===== src/rtl/mips_multicycle_ctrl_pkg.sv =====
// Shared types and encodings for the multi-cycle MIPS control FSM.
package mips_ctrl_pkg;

  typedef enum logic [3:0] {
    S_FETCH    = 4'd0,
    S_DECODE   = 4'd1,
    S_MEM_ADDR = 4'd2,
    S_MEM_RD   = 4'd3,
    S_LW_WB    = 4'd4,
    S_MEM_WR   = 4'd5,
    S_RTYPE_EX = 4'd6,
    S_RTYPE_WB = 4'd7,
    S_BEQ      = 4'd8,
    S_ADDI_EX  = 4'd9,
    S_ADDI_WB  = 4'd10,
    S_JUMP     = 4'd11,
    S_TRAP     = 4'd12
  } state_e;

  localparam logic [5:0] OP_RTYPE = 6'b000000;
  localparam logic [5:0] OP_LW    = 6'b100011;
  localparam logic [5:0] OP_SW    = 6'b101011;
  localparam logic [5:0] OP_BEQ   = 6'b000100;
  localparam logic [5:0] OP_ADDI  = 6'b001000;
  localparam logic [5:0] OP_J     = 6'b000010;

  localparam logic [1:0] ALUOP_ADD   = 2'b00;
  localparam logic [1:0] ALUOP_SUB   = 2'b01;
  localparam logic [1:0] ALUOP_FUNCT = 2'b10;

  localparam logic [1:0] SRCB_RT     = 2'b00;
  localparam logic [1:0] SRCB_FOUR   = 2'b01;
  localparam logic [1:0] SRCB_IMM    = 2'b10;
  localparam logic [1:0] SRCB_IMM_SH = 2'b11;

  localparam logic [1:0] PCSRC_ALU    = 2'b00;
  localparam logic [1:0] PCSRC_ALUOUT = 2'b01;
  localparam logic [1:0] PCSRC_JUMP   = 2'b10;

  typedef struct packed {
    logic       pc_write;
    logic       pc_write_cond;
    logic       i_or_d;
    logic       mem_read;
    logic       mem_write;
    logic       ir_write;
    logic       mem_to_reg;
    logic       reg_dst;
    logic       reg_write;
    logic       alu_src_a;
    logic [1:0] alu_src_b;
    logic [1:0] alu_op;
    logic [1:0] pc_source;
  } ctrl_t;

  function automatic logic is_mem_state(state_e s);
    return (s == S_FETCH) || (s == S_MEM_RD) || (s == S_MEM_WR);
  endfunction

endpackage


===== src/rtl/mips_multicycle_ctrl_if.sv =====
// Controller <-> datapath signal bundle. illegal_op exists only with ILLEGAL_OP_TRAP_EN.
interface mips_multicycle_ctrl_if;
  logic [5:0] opcode;
  logic       mem_ready;
  logic       pc_write;
  logic       pc_write_cond;
  logic       i_or_d;
  logic       mem_read;
  logic       mem_write;
  logic       ir_write;
  logic       mem_to_reg;
  logic       reg_dst;
  logic       reg_write;
  logic       alu_src_a;
  logic [1:0] alu_src_b;
  logic [1:0] alu_op;
  logic [1:0] pc_source;
  logic       mem_timeout;
  logic [3:0] state_dbg;
`ifdef ILLEGAL_OP_TRAP_EN
  logic       illegal_op;
`endif

  modport master (
    input  opcode, mem_ready,
    output pc_write, pc_write_cond, i_or_d, mem_read, mem_write, ir_write,
           mem_to_reg, reg_dst, reg_write, alu_src_a, alu_src_b, alu_op,
           pc_source, mem_timeout, state_dbg
`ifdef ILLEGAL_OP_TRAP_EN
          , illegal_op
`endif
  );

  modport slave (
    output opcode, mem_ready,
    input  pc_write, pc_write_cond, i_or_d, mem_read, mem_write, ir_write,
           mem_to_reg, reg_dst, reg_write, alu_src_a, alu_src_b, alu_op,
           pc_source, mem_timeout, state_dbg
`ifdef ILLEGAL_OP_TRAP_EN
          , illegal_op
`endif
  );
endinterface


===== src/rtl/mips_multicycle_ctrl_mem_wait_timer.sv =====
// Memory wait counter with sticky overrun flag.
module mem_wait_timer #(
  parameter int MEM_TIMEOUT = 16
) (
  input  logic clk,
  input  logic reset_n,
  input  logic i_active,   // FSM sits in a memory state this cycle
  input  logic i_ready,
  output logic o_timeout
);
  localparam int W = (MEM_TIMEOUT > 2) ? $clog2(MEM_TIMEOUT) : 1;
  localparam logic [W-1:0] LAST = W'(MEM_TIMEOUT - 1);

  logic [W-1:0] r_cnt;
  logic         r_flag;
  logic         w_overrun;

  // Overrun is judged on the count alone so a late mem_ready still flags it.
  assign w_overrun = i_active && (r_cnt == LAST);
  assign o_timeout = r_flag || w_overrun;

  always_ff @(posedge clk or negedge reset_n) begin
    if (!reset_n) begin
      r_cnt  <= '0;
      r_flag <= 1'b0;
    end else begin
      if (!i_active || i_ready || w_overrun) r_cnt <= '0;
      else                                   r_cnt <= r_cnt + W'(1);
      if (w_overrun) r_flag <= 1'b1;
    end
  end
endmodule


===== src/rtl/mips_multicycle_ctrl.sv =====
// Multi-cycle MIPS main control FSM. Define ILLEGAL_OP_TRAP_EN to trap unknown opcodes.
module mips_multicycle_ctrl
  import mips_ctrl_pkg::*;
#(
  parameter int MEM_TIMEOUT = 16
) (
  input logic                   clk,
  input logic                   reset_n,
  mips_multicycle_ctrl_if.master bus
);
  state_e     r_state, w_next;
  logic [5:0] r_opcode;
  logic       r_run;
  ctrl_t      w_ctrl;
  logic       w_timeout;

  // r_run holds everything quiet from reset release until the first clock.
  always_ff @(posedge clk or negedge reset_n) begin
    if (!reset_n) begin
      r_run    <= 1'b0;
      r_state  <= S_FETCH;
      r_opcode <= '0;
    end else begin
      r_run   <= 1'b1;
      r_state <= w_next;
      if (r_state == S_DECODE) r_opcode <= bus.opcode;
    end
  end

  always_comb begin
    w_next = r_state;
    if (r_run) begin
      case (r_state)
        S_FETCH:    if (bus.mem_ready) w_next = S_DECODE;
        S_DECODE: begin
          case (bus.opcode)
            OP_RTYPE:     w_next = S_RTYPE_EX;
            OP_LW, OP_SW: w_next = S_MEM_ADDR;
            OP_BEQ:       w_next = S_BEQ;
            OP_ADDI:      w_next = S_ADDI_EX;
            OP_J:         w_next = S_JUMP;
`ifdef ILLEGAL_OP_TRAP_EN
            default:      w_next = S_TRAP;
`else
            default:      w_next = S_FETCH;
`endif
          endcase
        end
        S_MEM_ADDR: w_next = (r_opcode == OP_SW) ? S_MEM_WR : S_MEM_RD;
        S_MEM_RD:   if (bus.mem_ready) w_next = S_LW_WB;
        S_MEM_WR:   if (bus.mem_ready) w_next = S_FETCH;
        S_RTYPE_EX: w_next = S_RTYPE_WB;
        S_ADDI_EX:  w_next = S_ADDI_WB;
        S_TRAP:     w_next = S_TRAP;
        default:    w_next = S_FETCH;
      endcase
    end
  end

  always_comb begin
    w_ctrl = '0;
    case (r_state)
      S_FETCH: begin
        w_ctrl.mem_read  = 1'b1;
        w_ctrl.ir_write  = bus.mem_ready;
        w_ctrl.pc_write  = bus.mem_ready;
        w_ctrl.alu_src_b = SRCB_FOUR;
        w_ctrl.alu_op    = ALUOP_ADD;
        w_ctrl.pc_source = PCSRC_ALU;
      end
      S_DECODE: begin
        w_ctrl.alu_src_b = SRCB_IMM_SH;
        w_ctrl.alu_op    = ALUOP_ADD;
      end
      S_MEM_ADDR, S_ADDI_EX: begin
        w_ctrl.alu_src_a = 1'b1;
        w_ctrl.alu_src_b = SRCB_IMM;
        w_ctrl.alu_op    = ALUOP_ADD;
      end
      S_MEM_RD: begin
        w_ctrl.mem_read = 1'b1;
        w_ctrl.i_or_d   = 1'b1;
      end
      S_LW_WB: begin
        w_ctrl.reg_write  = 1'b1;
        w_ctrl.mem_to_reg = 1'b1;
      end
      S_MEM_WR: begin
        w_ctrl.mem_write = 1'b1;
        w_ctrl.i_or_d    = 1'b1;
      end
      S_RTYPE_EX: begin
        w_ctrl.alu_src_a = 1'b1;
        w_ctrl.alu_src_b = SRCB_RT;
        w_ctrl.alu_op    = ALUOP_FUNCT;
      end
      S_RTYPE_WB: begin
        w_ctrl.reg_write = 1'b1;
        w_ctrl.reg_dst   = 1'b1;
      end
      S_BEQ: begin
        w_ctrl.alu_src_a     = 1'b1;
        w_ctrl.alu_src_b     = SRCB_RT;
        w_ctrl.alu_op        = ALUOP_SUB;
        w_ctrl.pc_write_cond = 1'b1;
        w_ctrl.pc_source     = PCSRC_ALUOUT;
      end
      S_ADDI_WB: w_ctrl.reg_write = 1'b1;
      S_JUMP: begin
        w_ctrl.pc_write  = 1'b1;
        w_ctrl.pc_source = PCSRC_JUMP;
      end
      default: w_ctrl = '0;
    endcase
    if (!r_run) w_ctrl = '0;
  end

  mem_wait_timer #(.MEM_TIMEOUT(MEM_TIMEOUT)) u_timer (
    .clk       (clk),
    .reset_n   (reset_n),
    .i_active  (r_run && is_mem_state(r_state)),
    .i_ready   (bus.mem_ready),
    .o_timeout (w_timeout)
  );

  assign bus.pc_write      = w_ctrl.pc_write;
  assign bus.pc_write_cond = w_ctrl.pc_write_cond;
  assign bus.i_or_d        = w_ctrl.i_or_d;
  assign bus.mem_read      = w_ctrl.mem_read;
  assign bus.mem_write     = w_ctrl.mem_write;
  assign bus.ir_write      = w_ctrl.ir_write;
  assign bus.mem_to_reg    = w_ctrl.mem_to_reg;
  assign bus.reg_dst       = w_ctrl.reg_dst;
  assign bus.reg_write     = w_ctrl.reg_write;
  assign bus.alu_src_a     = w_ctrl.alu_src_a;
  assign bus.alu_src_b     = w_ctrl.alu_src_b;
  assign bus.alu_op        = w_ctrl.alu_op;
  assign bus.pc_source     = w_ctrl.pc_source;
  assign bus.mem_timeout   = w_timeout;
  assign bus.state_dbg     = r_state;
`ifdef ILLEGAL_OP_TRAP_EN
  assign bus.illegal_op    = r_run && (r_state == S_TRAP);
`endif
endmodule


===== src/flat_wrapper.sv =====
// flat-port wrapper written by rule: the top's interface ports become plain ports
module mips_multicycle_ctrl_flat import mips_ctrl_pkg::*;
#(
  parameter int MEM_TIMEOUT = 16
)
  (clk, reset_n, bus_opcode, bus_mem_ready, bus_pc_write, bus_pc_write_cond, bus_i_or_d, bus_mem_read, bus_mem_write, bus_ir_write, bus_mem_to_reg, bus_reg_dst, bus_reg_write, bus_alu_src_a, bus_alu_src_b, bus_alu_op, bus_pc_source, bus_mem_timeout, bus_state_dbg);
  mips_multicycle_ctrl_if bus_i ();
  input logic clk;
  input logic reset_n;
  input wire logic [$bits(bus_i.opcode)-1:0] bus_opcode;
  input wire logic [$bits(bus_i.mem_ready)-1:0] bus_mem_ready;
  output wire logic [$bits(bus_i.pc_write)-1:0] bus_pc_write;
  output wire logic [$bits(bus_i.pc_write_cond)-1:0] bus_pc_write_cond;
  output wire logic [$bits(bus_i.i_or_d)-1:0] bus_i_or_d;
  output wire logic [$bits(bus_i.mem_read)-1:0] bus_mem_read;
  output wire logic [$bits(bus_i.mem_write)-1:0] bus_mem_write;
  output wire logic [$bits(bus_i.ir_write)-1:0] bus_ir_write;
  output wire logic [$bits(bus_i.mem_to_reg)-1:0] bus_mem_to_reg;
  output wire logic [$bits(bus_i.reg_dst)-1:0] bus_reg_dst;
  output wire logic [$bits(bus_i.reg_write)-1:0] bus_reg_write;
  output wire logic [$bits(bus_i.alu_src_a)-1:0] bus_alu_src_a;
  output wire logic [$bits(bus_i.alu_src_b)-1:0] bus_alu_src_b;
  output wire logic [$bits(bus_i.alu_op)-1:0] bus_alu_op;
  output wire logic [$bits(bus_i.pc_source)-1:0] bus_pc_source;
  output wire logic [$bits(bus_i.mem_timeout)-1:0] bus_mem_timeout;
  output wire logic [$bits(bus_i.state_dbg)-1:0] bus_state_dbg;
  assign bus_i.opcode = bus_opcode;
  assign bus_i.mem_ready = bus_mem_ready;
  assign bus_pc_write = bus_i.pc_write;
  assign bus_pc_write_cond = bus_i.pc_write_cond;
  assign bus_i_or_d = bus_i.i_or_d;
  assign bus_mem_read = bus_i.mem_read;
  assign bus_mem_write = bus_i.mem_write;
  assign bus_ir_write = bus_i.ir_write;
  assign bus_mem_to_reg = bus_i.mem_to_reg;
  assign bus_reg_dst = bus_i.reg_dst;
  assign bus_reg_write = bus_i.reg_write;
  assign bus_alu_src_a = bus_i.alu_src_a;
  assign bus_alu_src_b = bus_i.alu_src_b;
  assign bus_alu_op = bus_i.alu_op;
  assign bus_pc_source = bus_i.pc_source;
  assign bus_mem_timeout = bus_i.mem_timeout;
  assign bus_state_dbg = bus_i.state_dbg;
  mips_multicycle_ctrl #(.MEM_TIMEOUT(MEM_TIMEOUT)) u_core (.clk(clk), .reset_n(reset_n), .bus(bus_i));
endmodule

===== config.mk =====
export PLATFORM = sky130hd
export DESIGN_NAME = mips_multicycle_ctrl_flat
export DESIGN_NICKNAME = d
export VERILOG_FILES = /design/src/rtl/mips_multicycle_ctrl_pkg.sv /design/src/rtl/mips_multicycle_ctrl_if.sv /design/src/rtl/mips_multicycle_ctrl_mem_wait_timer.sv /design/src/rtl/mips_multicycle_ctrl.sv /design/src/flat_wrapper.sv
export SDC_FILE = /design/constraint.sdc
export NUM_CORES = 1
export LEC_CHECK = 0
export ABC_AREA = 1
export BUFFER_PORTS_ARGS = -buffer_cell sky130_fd_sc_hd__buf_2
export CORE_MARGIN = 4
export CORE_UTILIZATION = 50
export DETAILED_ROUTE_END_ITERATION = 8
export MAX_ROUTING_LAYER = met4
export PLACE_DENSITY = 0.85
export SKIP_CTS_REPAIR_TIMING = 1
export SYNTH_ARGS = -nofsm -noshare
export SYNTH_HDL_FRONTEND = slang
export SYNTH_SLANG_ARGS = --single-unit

===== constraint.sdc =====
create_clock -name clk -period 3.1 [get_ports clk]
set_input_delay 0.62 -clock clk [delete_from_list [all_inputs] [get_ports clk]]
set_output_delay 0.62 -clock clk [all_outputs]
set_load 0.1 [all_outputs]

## After elaboration in Yosys (flattened, before gate mapping)

Index checks and enable logic that the tools add are counted.

- Word-level logic and storage cells: 65
- Register bits: 16
- Output and inout port bits: 21

- Reductions and logical operators: 17
- Equality and inequality tests: 22
- $add $sub $neg: 1
- Mux-type cells: 20

Operator list:

| cell | count |
|---|---|
| 4-bit case mux with 5 select lines | 2 |
| 4-bit case mux with 8 select lines | 1 |
| 4-bit == test, second input constant | 6 |
| 6-bit == test, second input constant | 3 |
| 4-bit by 3-bit == test with 1-bit output, second input constant | 4 |
| 16-bit two-way mux | 1 |
| 4-bit two-way mux | 4 |
| 1-bit two-way mux | 9 |
| 4-bit by 2-bit == test with 1-bit output, second input constant | 2 |
| 2-bit OR reduction | 4 |
| 6-bit by 2-bit == test with 1-bit output, second input constant | 1 |
| 6-bit by 3-bit == test with 1-bit output, second input constant | 1 |
| 6-bit by 4-bit == test with 1-bit output, second input constant | 1 |
| 6-bit logical NOT | 1 |
| 2-bit != test, second input constant | 3 |
| 1-bit logical OR | 5 |
| 4-bit by 1-bit adder with 4-bit output, second input constant | 1 |
| 4-bit by 1-bit == test with 1-bit output, second input constant | 1 |
| 4-bit logical NOT | 1 |
| 2-bit case mux with 2 select lines | 1 |
| 4-bit AND reduction | 1 |
| 4-bit OR reduction | 1 |
| 3-bit two-way mux | 1 |
| 3-bit OR reduction | 1 |
| other kinds (3) | 4 |

## Longest topological paths before layout

Gate-level depths: netlist (run 1).

- Depth in word-level cells: 8
- Depth in mapped cells: 10

## By module

Synthesis (run 1) repeated with hierarchy kept, for this count alone.

- Cells, all modules: 159
- Area, all modules: 1066.0 µm²

By module, submodules not included:

| module | seq. area each (µm²) | area each (µm²) | cells an instance | instances |
|---|---|---|---|---|
| mips_multicycle_ctrl | 275.3 | 833.3 | 136 | 1 |
| mem_wait_timer | 125.1 | 232.7 | 23 | 1 |

## Least setup slack after synthesis (run 1)

No wires, ideal clock.

- Path type: flip-flop to output port
- Start point: register u_core.r_state[2] (netlist: u_core.bus.state_dbg[2])
- End point: output port bus_mem_to_reg
- Arrival time: 3.427 ns
- Data required time: 2.480 ns
- Slack: -0.947 ns
- Cell stages (with the launch flop): 5
- Path through: dfrtp_1 > inv_2 > nor2_4 > inv_1 > nor3_1

- Cells in the longest elaborated chain, start to end: 3

Ends and longest elaborated chain:

| item | RTL line | text |
|---|---|---|
| from (decl) | mips_multicycle_ctrl.sv:11 | `state_e r_state, w_next;` |
| from (signal assigned) | mips_multicycle_ctrl.sv:25 | `r_state <= w_next;` |
| 4-bit by 3-bit == test with 1-bit output | mips_multicycle_ctrl.sv:62 | `case (r_state)` |
| 1-bit two-way mux | mips_multicycle_ctrl.sv:62 |  |
| 16-bit two-way mux | mips_multicycle_ctrl.sv:115 | `if (!r_run) w_ctrl = '0;` |
| to (decl) | flat_wrapper.sv:18 | `output wire logic [$bits(bus_i.mem_to_reg)-1:0] bus_mem_to_reg;` |

No other way between the ends.

## Worst setup path after layout (run 1)

- Start point: register u_core.r_state[1] (netlist: u_core.bus.state_dbg[1])
- End point: output port bus_mem_timeout

- Cells in the longest elaborated chain, start to end: 6

Ends and longest elaborated chain:

| item | RTL line | text |
|---|---|---|
| 4-bit by 2-bit == test with 1-bit output or 4-bit logical NOT (tied branches) | mips_multicycle_ctrl_pkg.sv:57 | `return (s == S_FETCH) \|\| (s == S_MEM_RD) \|\| (s == S_MEM_WR);` |
| 1-bit logical OR | mips_multicycle_ctrl_pkg.sv:57 |  |
| 1-bit logical OR * | mips_multicycle_ctrl_pkg.sv:57 |  |
| 1-bit logical AND * | mips_multicycle_ctrl.sv:121 | `.i_active (r_run && is_mem_state(r_state)),` |
| 1-bit logical AND * | mips_multicycle_ctrl_mem_wait_timer.sv:19 | `assign w_overrun = i_active && (r_cnt == LAST);` |
| 1-bit logical OR * | mips_multicycle_ctrl_mem_wait_timer.sv:20 | `assign o_timeout = r_flag \|\| w_overrun;` |
| to (decl) | flat_wrapper.sv:25 | `output wire logic [$bits(bus_i.mem_timeout)-1:0] bus_mem_timeout;` |

Every way passes the cells marked *; elsewhere a longest branch is shown, timed or not.

==> flow_summary.json, run 1 <==
{
  "outcome": "completed",
  "portBuffers": 29,
  "slew_violations": 0,
  "floorplan.die_area_um2": 2990,
  "htree_levels": 1,
  "grt_usage": 0.196,
  "clock-root-buffer": "clkbuf_4",
  "p_leak_nw": 0.759,
  "tightest_slew_ns": 0.709,
  "overflow": 0,
  "maxCapViolations": 0,
  "drtPass1Iterations": 4,
  "slew_headroom": 0.527,
  "clock_skew_ns": 0.00711,
  "drt_iter0_drc": 28,
  "vias_per_cell": 5.05,
  "start_util": 0.538,
  "path_cells": "nand2_1 > inv_1 > nand2_2 > nand3_4 > nand2_1 > o21bai_2 > buf_2",
  "num_rows": 16,
  "ys.flop_type": "dfrtp_1",
  "cts_buffer_depth": 2,
  "gp_congestion": 0.846,
  "worst_setup_path_start_kind": "flip-flop",
  "layout-drive-gt1-share": 0.353,
  "dieWidth_um": 54.7,
  "area_growth_pct": 23.2,
  "antenna_left": 0,
  "required_ns": 2.48,
  "post-route-drc-count": 0,
  "synthesis.nets": 167,
  "cellPowerDensity_nw_per_um2": 931,
  "via_count": 1080,
  "antenna_found_initial": 0,
  "synth_area_per_cell_um2": 6.93,
  "rsz0062_at_grt": "no",
  "grt_first_pass_wirelength_um": 4050,
  "grt_max_degree": 17,
  "whs_ns": 0.223,
  "crit_type": "reg -> out",
  "yosys_warnings": 0,
  "cts_made_buffers": 3,
  "peakVddDrop_mv": 0.489,
  "hold_violations": 0,
  "synthArstFlopShare": 1.00,
  "period_share": 0.838,
  "path_clk_slew_ns": 0.09,
  "layout.nets": 198,
  "synth_edf_count": 0,
  "io_pins": 30,
  "syn-cell-area_um2": 1090,
  "grt_pass1_vias": 975,
  "power_mw": 1.25,
  "final_common_cell": "nand2_1",
  "layout_common_cells": "nand2_1, buf_2, nor2_1",
  "hold_class": "in -> async",
  "synth-seq-cells": 16,
  "ys_seq_area_frac": 0.368,
  "clk_latency_ns": 0.28,
  "worstPathArrival_ns": 1.98,
  "fp.dieH_um": 54.7,
  "clkSinkCount": 16,
  "slowest_stage": "dfrtp_1",
  "insertedDiodeCount": 0,
  "syn_inst": 157,
  "setup_viol": 0,
  "routed_wl_um": 2470,
  "synth.distinct_cells": 26,
  "fin_crit_ns": 2.60,
  "core_um2": 2020,
  "cts_tree": "yes",
  "slowest_delay_ns": 0.56,
  "hpwl_um": 2030,
  "crit_top_cell": "nand2_1",
  "worstPathMaxFanout": 9,
  "finalSetupTns_ns": 0,
  "crit_path_end_kind": "primary output",
  "max_freq_mhz": 385,
  "wl_per_cell_um": 11.5
}
[Yosys cell counts, types with 2 or more instances]
| library cell | number | area (µm²) |
|---|---|---|
| nand2_2 | 2 | 12.5 |
| o21ai_0 | 5 | 25.0 |
| nand2_4 | 3 | 33.8 |
| dfrtp_1 | 16 | 400 |
| nand3_1 | 12 | 60.1 |
| nor2_2 | 2 | 12.5 |
| nand2_1 | 46 | 173 |
| inv_2 | 5 | 18.8 |
| nor2_4 | 3 | 33.8 |
| inv_1 | 15 | 56.3 |
| nor2_1 | 24 | 90.1 |
| nor3_1 | 3 | 15.0 |
| o21bai_1 | 2 | 15.0 |
| a21oi_1 | 7 | 35.0 |
[power by group]
group          internal (mW)  switching, mW  total, mW
registers              0.268         0.0588      0.327
clock network         0.0715         0.0622      0.134
logic                  0.163          0.626      0.789
total                  0.502          0.747       1.25
[cell type report]
cell class / instances / area (µm²)
multi-input cells: 118 / 651
well taps: 27 / 33.8
clock buffers: 4 / 36.3
fillers: 182 / 681
repair buffers: 29 / 145
inverters: 20 / 75.1
flip-flops and latches: 16 / 400
[path summary, 6_finish.rpt]
kind                                                          start                                   to  slack, ns  cells after the start
worst max-delay path            u_core.bus.state_dbg[1]$_DFFE_PN0P_                      bus_mem_timeout       0.50                      7
worst min-delay path                                        reset_n  u_core.bus.state_dbg[3]$_DFFE_PN0P_       0.22                      1
worst max register to register  u_core.bus.state_dbg[1]$_DFFE_PN0P_  u_core.bus.state_dbg[1]$_DFFE_PN0P_       1.63                      9
worst min register to register    u_core.u_timer.r_cnt[0]$_DFF_PN0_    u_core.u_timer.r_cnt[0]$_DFF_PN0_       0.47                      1
max in group asynchronous                                   reset_n    u_core.u_timer.r_cnt[1]$_DFF_PN0_       2.62                      1
min in group clk                  u_core.u_timer.r_cnt[0]$_DFF_PN0_    u_core.u_timer.r_cnt[0]$_DFF_PN0_       0.47                      1
[worst max-delay path, delay by kind of cell, from the launching register on]
family	cells	cell delay, ns
flip-flops	1	0.56
AND/OR/NAND/NOR	4	0.47
AO/OA/AOI/OAI	1	0.11
buffers and inverters	2	0.55
[sequential cells by signal, summed over array words and instances, names as in the netlist]
register               flops
u_core.r_run               1
u_core.r_opcode            6
u_core.bus.state_dbg       4
u_core.u_timer.r_cnt       4
u_core.u_timer.r_flag      1
[kinds of logic after synthesis]
kind of cell               Yosys count  synth area share
DFF                                 16             0.368
other                                1           0.00344
adders and majority gates            1            0.0115
buffers and inverters               23            0.0897
AOI/OAI and AO/OA                   15            0.0759
and+or+nand+nor                     99             0.436
xor gates and xnor gates             2            0.0161
[metrics by stage]
stage,instances,util,instance area [µm²],setup WS (ns)
4_1_cts,214,0.663,1340,0.482
3_5_place_dp,210,0.645,1310,0.814
3_3_place_gp,210,0.645,1310,0.886
5_1_grt,214,0.663,1340,0.340
2_1_floorplan,157,-,1150,-0.0995
6_report,214,0.663,1340,0.502
[per-layer routing]
layer	part of all wire	vias up	GRT usage
met5	0	-	-
met4	0.028	0	0.116
met3	0.054	10	0.0300
met2	0.48	28	0.301
met1	0.44	489	0.240
li1	-	553	-
Note: power is estimated with default switching activity, not from simulation.
==> inputs of run 2 (changes only) <==
==> constraint.sdc (replaced) <==
create_clock -name clk -period 2.4 [get_ports clk]
set_input_delay 0.48 -clock clk [delete_from_list [all_inputs] [get_ports clk]]
set_output_delay 0.48 -clock clk [all_outputs]
set_load 0.1 [all_outputs]
==> run 2 against run 1 <==
- critical path depth is 1 lower
- sequential power is 34% higher
- critical endpoint unchanged
- register-to-register slack worse by 0.73 ns
- worst hold slack worse by 0.13 ns
- worst setup slack worse by 0.37 ns
- total power is 41% higher
- combinational power is 51% higher
- die area stayed put
- sequential share of layout area is 3.8 points lower
==> flow_summary.json, run 2 (synthesis gave the netlist of run 1 again) <==
{
  "hold_violations": 0,
  "via_count": 1112,
  "floorplan.die_area_um2": 2990,
  "drtPass1Iterations": 4,
  "grt_max_degree": 17,
  "htree_levels": 1,
  "crit_type": "reg -> out",
  "antenna_found_initial": 0,
  "place_ws_ns": 0.387,
  "m1WireLength_um": 1120,
  "layout-drive-gt1-share": 0.378,
  "peakVddDrop_mv": 0.804,
  "worstPathArrival_ns": 1.78,
  "combinationalPowerShare": 0.675,
  "insertedDiodeCount": 0,
  "path_clk_slew_ns": 0.09,
  "clkSinkCount": 16,
  "hpwl_um": 2310,
  "clk_latency_ns": 0.27,
  "overflow": 0,
  "cts_made_buffers": 3,
  "setup_slack_ns": 0.136,
  "clock_skew_ns": 0.0120,
  "grt_first_pass_wirelength_um": 4550,
  "drt_iter0_drc": 21,
  "io_pins": 30,
  "largest_register": "u_core.r_opcode",
  "grt_pass1_vias": 1106,
  "antenna_left": 0,
  "grt_usage": 0.213,
  "whs_ns": 0.0914,
  "rr_startpoint": "u_core.bus.state_dbg[1]$_DFFE_PN0P_",
  "hold_class": "in -> async",
  "fin_crit_ns": 2.26,
  "cts_tree": "yes",
  "start_util": 0.538,
  "core_um2": 2020,
  "final_area_um2": 1580,
  "area_growth_pct": 44.9,
  "p_sw_frac": 0.584,
  "period_share": 0.943,
  "pwr-share-clk": 0.076,
  "largest_register_ffs": 6,
  "rsz0062_at_grt": "no",
  "cts_buffer_depth": 2,
  "dr_wl_met2_um": 1420,
  "post-route-drc-count": 0,
  "num_rows": 16,
  "critPathLaunch": "u_core.bus.state_dbg[3]$_DFFE_PN0P_",
  "power.internal_mw": 0.731,
  "worst_setup_path_start_kind": "flip-flop",
  "required_ns": 1.92,
  "layout_common_cells": "nand2_1, buf_2, nor2_1",
  "finalSetupTns_ns": 0,
  "p_seq_frac": 0.249,
  "routed_wl_um": 2710,
  "layout.nets": 199,
  "vias_per_cell": 5.17,
  "worstPathMaxFanout": 6,
  "max_freq_mhz": 442,
  "final_common_cell": "nand2_1",
  "fp.dieH_um": 54.7,
  "post_dp_cell_area_um2": 1540,
  "outcome": "completed",
  "slew_violations": 0,
  "dieWidth_um": 54.7,
  "wl_per_cell_um": 12.6,
  "maxUsedRoutingLayer": "met4",
  "gp_congestion": 0.859,
  "setup_viol": 0,
  "cellPowerDensity_nw_per_um2": 1110,
  "crit_path_end_kind": "primary output",
  "met3_wirelength_um": 116,
  "clock-root-buffer": "clkbuf_4",
  "p_sw_mw": 1.03,
  "p_leak_nw": 0.797,
  "portBuffers": 29,
  "maxCapViolations": 0
}
## run 2: per-layer routing
| metal | global-route usage | vias to the layer above |
|---|---|---|
| li1 | - | 560 |
| met1 | 0.257 | 515 |
| met2 | 0.370 | 28 |
| met3 | 0.0191 | 9 |
| met4 | 0.0705 | 0 |
| met5 | - | - |
## run 2: through the flow
stage | std cells | power, mW | utilization
after global placement | 211 | 1.58 | 0.764
after detailed placement | 211 | 1.62 | 0.764
after CTS | 215 | 1.75 | 0.777
final | 215 | 1.76 | 0.780
after floorplan | 157 | 1.35 | -
after global routing | 215 | 1.87 | 0.780
## run 2: area by class of cell
type,count,area (µm²)
multi-input cells,118,742
repair buffers,30,290
fillers,126,444
flip-flops and latches,16,410
clock buffers,4,26.3
well taps,27,33.8
inverters,20,75.1
## run 2: power groups by stage
stage | combinational, mW | clock [mW] | sequential [mW]
global placement | 1.15 | 0 | 0.429
CTS | 1.18 | 0.139 | 0.430
global route | 1.27 | 0.153 | 0.446
finish | 1.19 | 0.133 | 0.437
detailed placement | 1.18 | 0 | 0.436
floorplan | 0.800 | 0 | 0.554
## run 2: worst max-delay path, stage by stage, from the launching register on
cell and delay (ns):
dfrtp_4 0.54, nor2_4 0.20, nand2_1 0.18, nand3_4 0.15
nand2_1 0.11, o21bai_4 0.15, buf_12 0.19
## run 2: worst paths after layout
path,to,slack (ns),cells past startpoint
worst max register to register,u_core.bus.state_dbg[1]$_DFFE_PN0P_,0.90,9
worst min-delay path,u_core.bus.state_dbg[1]$_DFFE_PN0P_,0.09,1
min in group clk,u_core.r_opcode[4]$_DFFE_PN0P_,0.47,3
max in group asynchronous,u_core.bus.state_dbg[3]$_DFFE_PN0P_,2.04,1
worst max-delay path,bus_mem_timeout,0.14,6
worst min register to register,u_core.u_timer.r_cnt[0]$_DFF_PN0_,0.47,1
==> inputs of run 3 (changes only) <==
--- a/config.mk
+++ b/config.mk
@@ -15,4 +15,5 @@
 export SKIP_CTS_REPAIR_TIMING = 1
 export SYNTH_ARGS = -nofsm -noshare
 export SYNTH_HDL_FRONTEND = slang
+export SYNTH_HIERARCHICAL = 1
 export SYNTH_SLANG_ARGS = --single-unit
==> run 3 against run 2 <==
- clock skew decreased by 0.010 ns
- final cell count increased by 1.4%
- highest routed layer unchanged
- maximum frequency down 2.1%
- utilization down 5.3 points
- largest cell class unchanged
- critical endpoint unchanged
- wire length decreased by 4.2%
- first-iteration DRC count increased by 86%
- clock power increased by 4%
- total power decreased by 6.1%
- worst setup slack got worse by 0.048 ns
- via count is 3.5% higher
==> flow_summary.json, run 3 <==
{
  "synth_top_family_by_area": "simple AND/OR/NAND/NOR gates",
  "cts_buffer_depth": 2,
  "period_share": 0.963,
  "setup_viol": 0,
  "final_common_cell": "nand2_1",
  "hold_violations": 0,
  "rsz0062_at_grt": "yes",
  "hpwl_um": 2070,
  "antenna_left": 0,
  "antenna_found_initial": 0,
  "portBuffers": 29,
  "routed_wl_um": 2600,
  "cts_made_buffers": 3,
  "fp.dieH_um": 54.2,
  "cellPowerDensity_nw_per_um2": 1130,
  "fin_crit_ns": 2.31,
  "peakVddDrop_mv": 0.651,
  "insertedDiodeCount": 0,
  "hold_class": "in -> async",
  "drt_iter0_drc": 39,
  "placed_cells": 214,
  "grt_usage": 0.209,
  "tightest_slew_ns": 0.565,
  "io_pins": 30,
  "worstPathArrival_ns": 1.83,
  "overflow": 0,
  "clock_skew_ns": 0.00155,
  "required_ns": 1.92,
  "syn-cell-area_um2": 1070,
  "num_rows": 16,
  "outcome": "completed",
  "crit_type": "reg -> out",
  "drtPass1Iterations": 4,
  "worstPathMaxFanout": 8,
  "fin_cells": 218,
  "via_count": 1151,
  "synth_edf_count": 0,
  "largest_register_ffs": 6,
  "slew_violations": 0,
  "ys.flop_type": "dfrtp_1",
  "clk_latency_ns": 0.27,
  "layout_common_cells": "nand2_1, buf_2, nor2_1",
  "synth-compound-area-share": 0.0998,
  "dieWidth_um": 54.2,
  "ys_seq_area_frac": 0.376,
  "largest_register": "u_core/r_opcode",
  "synth_common_cells": "nand2_1, nor2_1, dfrtp_1",
  "gp_congestion": 0.849,
  "vias_per_cell": 5.28,
  "syn_inst": 159,
  "yosys.area_share.simple": 0.420,
  "synth_area_leaders": "dfrtp_1, nand2_1, nor2_1, nand3_1, inv_1",
  "htree_levels": 1,
  "area_growth_pct": 36.6,
  "layout-drive-gt1-share": 0.387,
  "clkSinkCount": 16,
  "post-route-drc-count": 0,
  "synth-seq-cells": 16,
  "synth_fa_ha_area_frac": 0.0117,
  "worst_setup_path_start_kind": "flip-flop",
  "grt_first_pass_wirelength_um": 4400,
  "grt_pass1_vias": 1028,
  "slew_headroom": 0.623,
  "yosys.area.top_type_share": 0.376,
  "yosys_warnings": 6,
  "crit_path_end_kind": "primary output",
  "synthArstFlopShare": 1.00,
  "wl_per_cell_um": 11.9,
  "floorplan.die_area_um2": 2930,
  "max_freq_mhz": 433,
  "finalSetupTns_ns": 0,
  "synthMuxAreaShare": 0,
  "maxCapViolations": 0,
  "clock-root-buffer": "clkbuf_4",
  "cts_tree": "yes",
  "whs_ns": 0.0918,
  "yosysTopAreaCell": "dfrtp_1",
  "start_util": 0.532,
  "synth_area_per_cell_um2": 6.70,
  "grt_max_degree": 17,
  "layout.nets": 202,
  "synth.distinct_cells": 25,
  "core_um2": 2000,
  "path_clk_slew_ns": 0.08,
  "p_leak_nw": 0.747,
  "yosysMostFrequentCell": "nand2_1",
  "synthXorXnorAreaFrac": 0.00822,
  "synthesis.nets": 169
}
## run 3: changes by cell type in the layout (fill, tap and decap cells not counted), moves of 3 or more
| cell | delta |
|---|---|
| buf_12 | -8 |
| nor2_2 | +7 |
| a21oi_4 | -5 |
| nand2_1 | -5 |
| clkbuf_4 | +4 |
| nor2_4 | -4 |
| buf_2 | +3 |
## run 3: worst paths after layout
check,to,slack [ns],startpoint,cells after the start
worst max-delay path,bus_mem_timeout,0.09,u_core/bus.state_dbg[1]$_DFFE_PN0P_,9
worst min-delay path,u_core/u_timer/r_flag$_DFFE_PN0P_,0.09,reset_n,1
worst max register to register,u_core/u_timer/r_flag$_DFFE_PN0P_,0.89,u_core/bus.state_dbg[1]$_DFFE_PN0P_,8
worst min register to register,u_core/u_timer/r_cnt[0]$_DFF_PN0_,0.49,u_core/u_timer/r_cnt[0]$_DFF_PN0_,1
max in group asynchronous,u_core/bus.state_dbg[1]$_DFFE_PN0P_,2.03,reset_n,1
min in group clk,u_core/r_opcode[4]$_DFFE_PN0P_,0.45,bus_opcode[4],3
## run 3: routing by layer
| layer | GRT usage | wire length (µm) |
|---|---|---|
| met5 | - | 0 |
| met4 | 0.0664 | 39 |
| met3 | 0.0249 | 152 |
| met2 | 0.355 | 1350 |
| met1 | 0.257 | 1050 |
## run 3: cells by family (layout without fill, tap and decap cells)
kind of cell               after synthesis  count (layout)
buffers and inverters                   22              54
DFF                                     16              16
other                                    1               1
xor gates and xnor gates                 1               1
AOI/OAI and AO/OA                       17              17
adders and majority gates                1               1
and+or+nand+nor                        101             101
## run 3: final cells by class
| cell class | count | area, µm² |
|---|---|---|
| timing repair buffer | 30 | 186 |
| sequential | 16 | 415 |
| fill | 155 | 546 |
| tap | 27 | 33.8 |
| multi-input combinational | 121 | 719 |
| clock buffer | 4 | 26.3 |
| inverter | 20 | 75.1 |
## run 3: power by group
group | total (mW) | internal, mW | switching (mW)
sequential | 0.447 | 0.360 | 0.0872
clock | 0.138 | 0.0644 | 0.0731
combinational | 1.07 | 0.226 | 0.840
## run 3: metrics by stage
| stage | total power [mW] | util | instance area (µm²) | worst slack (ns) |
|---|---|---|---|---|
| floorplan | 1.30 | - | 1200 | -0.329 |
| global placement | 1.44 | 0.693 | 1390 | 0.321 |
| detailed placement | 1.46 | 0.693 | 1390 | 0.277 |
| CTS | 1.60 | 0.706 | 1410 | -0.0452 |
| global route | 1.76 | 0.728 | 1460 | -0.00724 |
| finish | 1.65 | 0.728 | 1460 | 0.0885 |
## run 3: critical path, cell delays in order (launching register included)
cell and delay (ns):
dfrtp_4 0.57, nand2_4 0.13, clkinv_1 0.08, nand2_2 0.13
nand2_1 0.08, nor2_2 0.16, nor2_2 0.07, inv_2 0.11
o21bai_4 0.06, buf_12 0.17
